<file path="config.mk">
export PLATFORM = sky130hd
export DESIGN_NAME = frame_buffer_arbiter
export DESIGN_NICKNAME = d
export VERILOG_FILES = /design/src/rtl/fb_pkg.sv /design/src/rtl/fb_tag_pipe.sv /design/src/rtl/frame_buffer_arbiter.sv
export SDC_FILE = /design/constraint.sdc
export NUM_CORES = 1
export LEC_CHECK = 0
export BUFFER_PORTS_ARGS = -buffer_cell sky130_fd_sc_hd__buf_2
export CORE_ASPECT_RATIO = 0.8
export CORE_MARGIN = 2
export CORE_UTILIZATION = 37
export DETAILED_ROUTE_END_ITERATION = 12
export HOLD_SLACK_MARGIN = 0.06
export PLACE_DENSITY = 0.77
export SYNTH_ARGS = -nofsm -noshare
export SYNTH_HDL_FRONTEND = slang
export SYNTH_SLANG_ARGS = --single-unit
</file>
<file path="constraint.sdc">
create_clock -name clk -period 2.3 [get_ports clk]
set_clock_uncertainty 0.1 [all_clocks]
set_input_delay 0.46 -clock clk [delete_from_list [all_inputs] [get_ports clk]]
set_output_delay 0.46 -clock clk [all_outputs]
set_load 0.1 [all_outputs]
</file>
<file path="src/rtl/fb_pkg.sv">
// fb_pkg: shared definitions for the frame-buffer arbiter.
//   ADDR_W_DEF / DATA_W_DEF : default byte-address and pixel widths (640x480, 8-bit)
//   owner_e                 : owner code, used by the arbiter state register and the read-tag pipe
package fb_pkg;

  localparam int ADDR_W_DEF = 19;
  localparam int DATA_W_DEF = 8;

  typedef enum logic [1:0] {
    OWN_NONE = 2'd0,
    OWN_VGA  = 2'd1,
    OWN_FLT  = 2'd2
  } owner_e;

endpackage

</file>
<file path="src/rtl/fb_tag_pipe.sv">
// fb_tag_pipe: DEPTH-stage shift register of read-owner tags.
//   clk     in  clock
//   reset   in  asynchronous active-low reset, clears every stage to OWN_NONE
//   tag_in  in  owner of the command being registered this edge (OWN_NONE for writes/idle)
//   tag_out out owner of the byte currently on the RAM read-data bus
module fb_tag_pipe
  import fb_pkg::*;
#(
  parameter int DEPTH = 2
) (
  input  logic   clk,
  input  logic   reset,
  input  owner_e tag_in,
  output owner_e tag_out
);

  owner_e stage [DEPTH];

  always_ff @(posedge clk or negedge reset) begin
    if (!reset) begin
      for (int i = 0; i < DEPTH; i++) stage[i] <= OWN_NONE;
    end else begin
      stage[0] <= tag_in;
      for (int i = 1; i < DEPTH; i++) stage[i] <= stage[i-1];
    end
  end

  assign tag_out = stage[DEPTH-1];

endmodule

</file>
<file path="src/rtl/frame_buffer_arbiter.sv">
// frame_buffer_arbiter: shares a single-port frame-buffer RAM between the VGA
// pixel fetch (fixed highest priority) and the image-filter engine.
//   clk, reset                          clock, asynchronous active-low reset
//   vga_req/vga_addr                    display fetch, one byte per cycle while high
//   vga_data/vga_valid                  returned display byte (held) and its one-cycle strobe
//   flt_req/flt_we/flt_addr/flt_wdata   filter access, held stable until flt_gnt
//   flt_gnt                             combinational accept strobe
//   flt_rdata/flt_rvalid                returned filter read byte (held) and its strobe
//   mem_addr/mem_we/mem_wdata           registered RAM command
//   mem_rdata                           RAM read data, RD_LAT cycles after mem_addr
// Optional build macro FB_ARB_STATS_EN adds stat_clr, stat_flt_wait and
// stat_vga_reads (16-bit saturating counters, clear has priority).
//
// state    | meaning
// OWN_NONE | no RAM command issued this cycle (IDLE)
// OWN_VGA  | display read issued this cycle
// OWN_FLT  | filter read or write issued this cycle
module frame_buffer_arbiter
  import fb_pkg::*;
#(
  parameter int ADDR_W = ADDR_W_DEF,
  parameter int DATA_W = DATA_W_DEF,
  parameter int RD_LAT = 1
) (
  input  logic              clk,
  input  logic              reset,
  input  logic              vga_req,
  input  logic [ADDR_W-1:0] vga_addr,
  output logic [DATA_W-1:0] vga_data,
  output logic              vga_valid,
  input  logic              flt_req,
  input  logic              flt_we,
  input  logic [ADDR_W-1:0] flt_addr,
  input  logic [DATA_W-1:0] flt_wdata,
  output logic              flt_gnt,
  output logic [DATA_W-1:0] flt_rdata,
  output logic              flt_rvalid,
  output logic [ADDR_W-1:0] mem_addr,
  output logic              mem_we,
  output logic [DATA_W-1:0] mem_wdata,
`ifdef FB_ARB_STATS_EN
  input  logic              stat_clr,
  output logic [15:0]       stat_flt_wait,
  output logic [15:0]       stat_vga_reads,
`endif
  input  logic [DATA_W-1:0] mem_rdata
);

  owner_e              state;
  owner_e              tag_in;
  owner_e              tag_out;
  logic [DATA_W-1:0]   vga_hold;
  logic [DATA_W-1:0]   flt_hold;

  // Gated with reset so the filter never sees an accept while the block is held in reset.
  assign flt_gnt = flt_req & ~vga_req & reset;

  always_comb begin
    tag_in = OWN_NONE;
    if (vga_req)               tag_in = OWN_VGA;
    else if (flt_req && !flt_we) tag_in = OWN_FLT;
  end

  always_ff @(posedge clk or negedge reset) begin
    if (!reset) begin
      state     <= OWN_NONE;
      mem_addr  <= '0;
      mem_we    <= 1'b0;
      mem_wdata <= '0;
    end else begin
      mem_we <= 1'b0;
      if (vga_req) begin
        state    <= OWN_VGA;
        mem_addr <= vga_addr;
      end else if (flt_req) begin
        state    <= OWN_FLT;
        mem_addr <= flt_addr;
        mem_we   <= flt_we;
        if (flt_we) mem_wdata <= flt_wdata;
      end else begin
        state <= OWN_NONE;
      end
    end
  end

  // Only a filter command may carry a write.
  a_we_owner : assert property (@(posedge clk) disable iff (!reset)
                                (state != OWN_FLT) |-> !mem_we);

  fb_tag_pipe #(.DEPTH(RD_LAT + 1)) u_tag_pipe (
    .clk     (clk),
    .reset   (reset),
    .tag_in  (tag_in),
    .tag_out (tag_out)
  );

  // The returning byte is forwarded straight from the RAM in its valid cycle and
  // captured so the port keeps showing it until the next return.
  always_ff @(posedge clk or negedge reset) begin
    if (!reset) begin
      vga_hold <= '0;
      flt_hold <= '0;
    end else begin
      if (tag_out == OWN_VGA) vga_hold <= mem_rdata;
      if (tag_out == OWN_FLT) flt_hold <= mem_rdata;
    end
  end

  assign vga_valid  = (tag_out == OWN_VGA);
  assign flt_rvalid = (tag_out == OWN_FLT);
  assign vga_data   = vga_valid  ? mem_rdata : vga_hold;
  assign flt_rdata  = flt_rvalid ? mem_rdata : flt_hold;

`ifdef FB_ARB_STATS_EN
  always_ff @(posedge clk or negedge reset) begin
    if (!reset) begin
      stat_flt_wait  <= '0;
      stat_vga_reads <= '0;
    end else if (stat_clr) begin
      stat_flt_wait  <= '0;
      stat_vga_reads <= '0;
    end else begin
      // A waiting filter is exactly a filter request overlapping a display request.
      if (flt_req && vga_req && stat_flt_wait != 16'hFFFF)
        stat_flt_wait <= stat_flt_wait + 16'd1;
      if (vga_req && stat_vga_reads != 16'hFFFF)
        stat_vga_reads <= stat_vga_reads + 16'd1;
    end
  end
`endif

endmodule

</file>
# [Word-level counts from Yosys, hierarchy flattened]
# Index checks and enable logic that the tools add are counted.
[totals] register_bits=48 word_cells=24 out_inout_bits=47 inputBits=59
[classes] n_reduce_logical=4 bitwise=3 mux=8 n_eq_ne=2
[op_table] cell="2-to-1 mux 19 bit" n=2
[op_table] cell="2-to-1 mux 8 bit" n=2
[op_table] cell="2-to-1 mux 2 bit" n=2
[op_table] cell="AND reduction 3 bit" n=1
[op_table] cell="bitwise AND 1 bit" n=2
[op_table] cell="== test 2 x 1 -> 1 bit (second input constant)" n=1
[op_table] cell="== test 2 bit (second input constant)" n=1
[op_table] cell="2-to-1 mux 1 bit" n=2
[op_table] cell="nonzero test 2 bit" n=1
[op_table] cell="logical AND 1 bit" n=1
[op_table] cell="logical NOT 1 bit" n=1
[op_table] cell="NOT 1 bit" n=1

# [Longest topological paths before layout]
[depth] word_depth=4 depth_mapped=4 depth_no_buf=2

# [By module]
# A second synthesis with hierarchy kept.
[unflattened] cells_unflattened=147 area_unflattened_um2=1956.9
[by_module_without_submodules] mod="frame_buffer_arbiter" area_each_um2=1841.8 cells_per_inst=141 n_inst=1
[by_module_without_submodules] mod="fb_tag_pipe" area_each_um2=115.1 cells_per_inst=6 n_inst=1

# [Worst setup path before layout]
# OpenSTA, ideal clock, no wires.
[synth_path] path_type="input-to-output" from="in flt_req" to="out flt_gnt" path_buffers=2 required_time_ps=1740 arrival_ps=1531 cell_stages=3 path_slack_ps=209 path_cell_list="buf_4 buf_6 and3b_1"
[synth_via] elab_chain_cells=2
[synth_lines] item="start, declared" line_no="frame_buffer_arbiter.sv:31" text="input logic flt_req,"
[synth_lines] item="bitwise AND 1 bit (2 in series)" line_no="frame_buffer_arbiter.sv:56" text="assign flt_gnt = flt_req & ~vga_req & reset;"
[synth_lines] item="end, declared" line_no="frame_buffer_arbiter.sv:35" text="output logic flt_gnt,"
# Every way passes these cells.

# [Worst setup path in the final report]
[layout_path] from="reg u_tag_pipe.stage (netlist bit u_tag_pipe.tag_out[1])" to="out vga_data[6]"
[layout_via] elab_chain_cells=2
[layout_lines] item="start, declared" line_no="fb_tag_pipe.sv:17" text="owner_e stage [DEPTH];"
[layout_lines] item="== test 2 x 1 -> 1 bit" line_no="frame_buffer_arbiter.sv:109" text="assign vga_valid = (tag_out == OWN_VGA);"
[layout_lines] item="2-to-1 mux 8 bit"
[layout_lines] item="end, declared" line_no="frame_buffer_arbiter.sv:29" text="output logic [DATA_W-1:0] vga_data,"
# Every way passes these cells.

==> results.ini <==
[clock_tree]
hold_buffers = 0
postCtsSetupRepairBufs = 0
h-tree-depth = 2
cts_buffers = 5
clock_latency_ns = 0.29
cts_buffer_depth = 2
tritoncts = built
cts-root-buf = clkbuf_8
post_cts_resized = 0
path_clk_slew_ns = 0.09
cts_sinks = 48

[power_and_ir_drop]
power_density_mw_per_mm2 = 1015
p_leak_uw = 0.001492
ir_drop_mv = 0.6346

[cells_and_area]
utilization = 0.5761
n_antenna_cell = 0
regArea_mm2 = 0.001201
drive_gt1_frac = 0.5652
syn2layout_area_growth_pct = 49.42
stdcell_area_mm2 = 0.002902
multi_input_area_um2 = 678.2
fin_nets = 311
stdcell_count = 315
fillCellCount = 426

[detailed_routing]
vias_per_cell = 4.746
drc = 0
drt-total-wl_um = 4092
met3_length_um = 315
wl_met2_um = 2050
top_layer_used = met4
first_pass_iters = 4
drt-met1-wl_um = 1718
wire_per_inst_um = 12.99
num_vias = 1495
ant_nets = 0
drt-initial-drc-count = 37

[floorplan]
dieArea_mm2 = 0.005847
die_height_um = 68.80
core_area_mm2 = 0.005036
rows = 23
pin_count = 106
dieWidth_um = 85.00
initial_utilization = 0.3856

[sta]
post-route-period-util = 0.9319
fin_crit_ns = 2.143
final_max_slew_viol_count = 0
hold_violations = 0
slew_headroom = 0.6054
finalSetupTns_ns = 0
rsz0062_at_grt = false
worst_slew_pin_slew_ns = 0.5920
fmax_ghz = 0.4665
setup_violations = 0

[grt]
grt_overflow = 0
antenna_found_initial = 0
grt_usage = 0.1447
grt_pass1_wl_um = 6637
grt_pass1_vias = 1479
grt_max_degree = 49

[logic_synthesis]
synthCells = 145
seq_area_frac_synth = 0.6186
syn_area_mm2 = 0.001942
synth.distinct_cells = 15
synth.ff_latch_count = 48
avgSynthCellArea_um2 = 13.39
synth_fp_nets = 204
synth_warnings = 0

[placed_design]
dp_hpwl_um = 3133
post_dp_cell_area_mm2 = 0.002788
portBuffers = 105
place_congestion = 0.7008
dpl.cell_count = 307

[critical_path]
worstSetupPathType = reg2out
end_kind = output port
cp_max_fo = 9
critPathLaunchType = register
required_ns = 1.74
arrival_ns = 1.58

[min_path]
hold_path.class = in2async

[flow_run]
cap_violations = 0

[run_status]
run_status = complete, no violations

==> cell usage after synthesis (all sizes together) <==
cell type,n,share of area
mux2i,19,0.098
buf,5,0.022
and3b,1,0.0045
nor2b,1,0.0032
clkbuf,4,0.0077
o21ai,19,0.049
nand2b,1,0.0032
dfrtp,48,0.62
nand3b,1,0.010
nand2,19,0.037
mux2,24,0.14
inv,2,0.0039
nor3b,1,0.0039
==> area by class of cell <==
cell class | instances | area share
Sequential cell | 48 | 0.4140
Clock inverter | 3 | 0.01466
Multi-Input combinational cell | 86 | 0.2337
Timing Repair Buffer | 109 | 0.2846
Inverter | 2 | 0.002587
Clock buffer | 5 | 0.02372
Tap cell | 62 | 0.02674
==> per-layer routing <==
| layer | track usage | up-vias |
|---|---|---|
| met5 | 0 | - |
| met4 | 0.04167 | 0 |
| met3 | 0.04405 | 2 |
| met2 | 0.2539 | 55 |
| met1 | 0.1754 | 733 |
| li1 | - | 705 |
==> kinds of logic (layout without fill, tap and decap cells) <==
family | Yosys count | in the layout | share of synthesized area
flip-flops | 48 | 48 | 0.6186
multiplexers | 43 | 43 | 0.2371
AND/OR/NAND/NOR | 24 | 24 | 0.06186
AO/OA/AOI/OAI | 19 | 19 | 0.04897
buffers and inverters | 11 | 119 | 0.03350
==> stage by stage <==
stage | worst slack [ns] | hold WS (ns) | power (µW)
2_1_floorplan | 0.2093 | 0.06441 | 1981
3_3_place_gp | 0.4493 | 0.2374 | 2363
3_5_place_dp | 0.4095 | 0.2379 | 2383
4_1_cts | 0.07089 | 0.2106 | 2986
5_1_grt | 0.08044 | 0.2382 | 3071
6_report | 0.1565 | 0.1982 | 2945
==> report_power, final <==
| group | total, µW | switching [µW] | leakage (µW) | internal, µW |
|---|---|---|---|---|
| clock network | 590 | 268 | 0.0000541 | 322 |
| registers | 992 | 40.5 | 0.000574 | 952 |
| logic | 1360 | 1000 | 0.000863 | 363 |
==> cells in the final DEF, fill, tap and decap left out <==
| cell | count |
|---|---|
| nor3b_1 | 1 |
| mux2i_1 | 19 |
| inv_1 | 2 |
| buf_4 | 4 |
| mux2_2 | 24 |
| nand2_1 | 19 |
| buf_12 | 18 |
| dfrtp_1 | 48 |
| nand2b_2 | 1 |
| o21ai_0 | 19 |
| clkbuf_8 | 5 |
| clkinv_2 | 1 |
| and3b_1 | 1 |
| bufinv_16 | 1 |
| nand3b_4 | 1 |
| buf_2 | 87 |
| nor2b_1 | 1 |
| clkinvlp_4 | 1 |
==> worst max-delay path, cell delays in order (launching register included) <==
cell     delay [ns]
dfrtp_1        0.40
nor2b_1        0.12
buf_4          0.21
mux2_2         0.39
buf_12         0.18
==> sequential cells by signal, indices dropped and copies added (netlist names) <==
signal	flops
flt_hold	8
vga_hold	8
mem_we	1
mem_addr	19
u_tag_pipe.tag_out	2
u_tag_pipe.stage	2
mem_wdata	8
==> worst paths after layout <==
kind / start / endpoint / slack [ns] / cells after the start
max: u_tag_pipe.tag_out[1] / vga_data[6] / 0.16 / 4
min reg2reg: u_tag_pipe.stage[3] / u_tag_pipe.tag_out[1] / 0.26 / 0
max in group asynchronous: reset / mem_addr[1] / 1.50 / 2
min in group clk: u_tag_pipe.stage[3] / u_tag_pipe.tag_out[1] / 0.26 / 0
min: reset / mem_addr[18] / 0.20 / 2
max reg2reg: u_tag_pipe.tag_out[1] / vga_hold[6] / 0.96 / 3
Note: power is estimated with default switching activity, not from simulation.
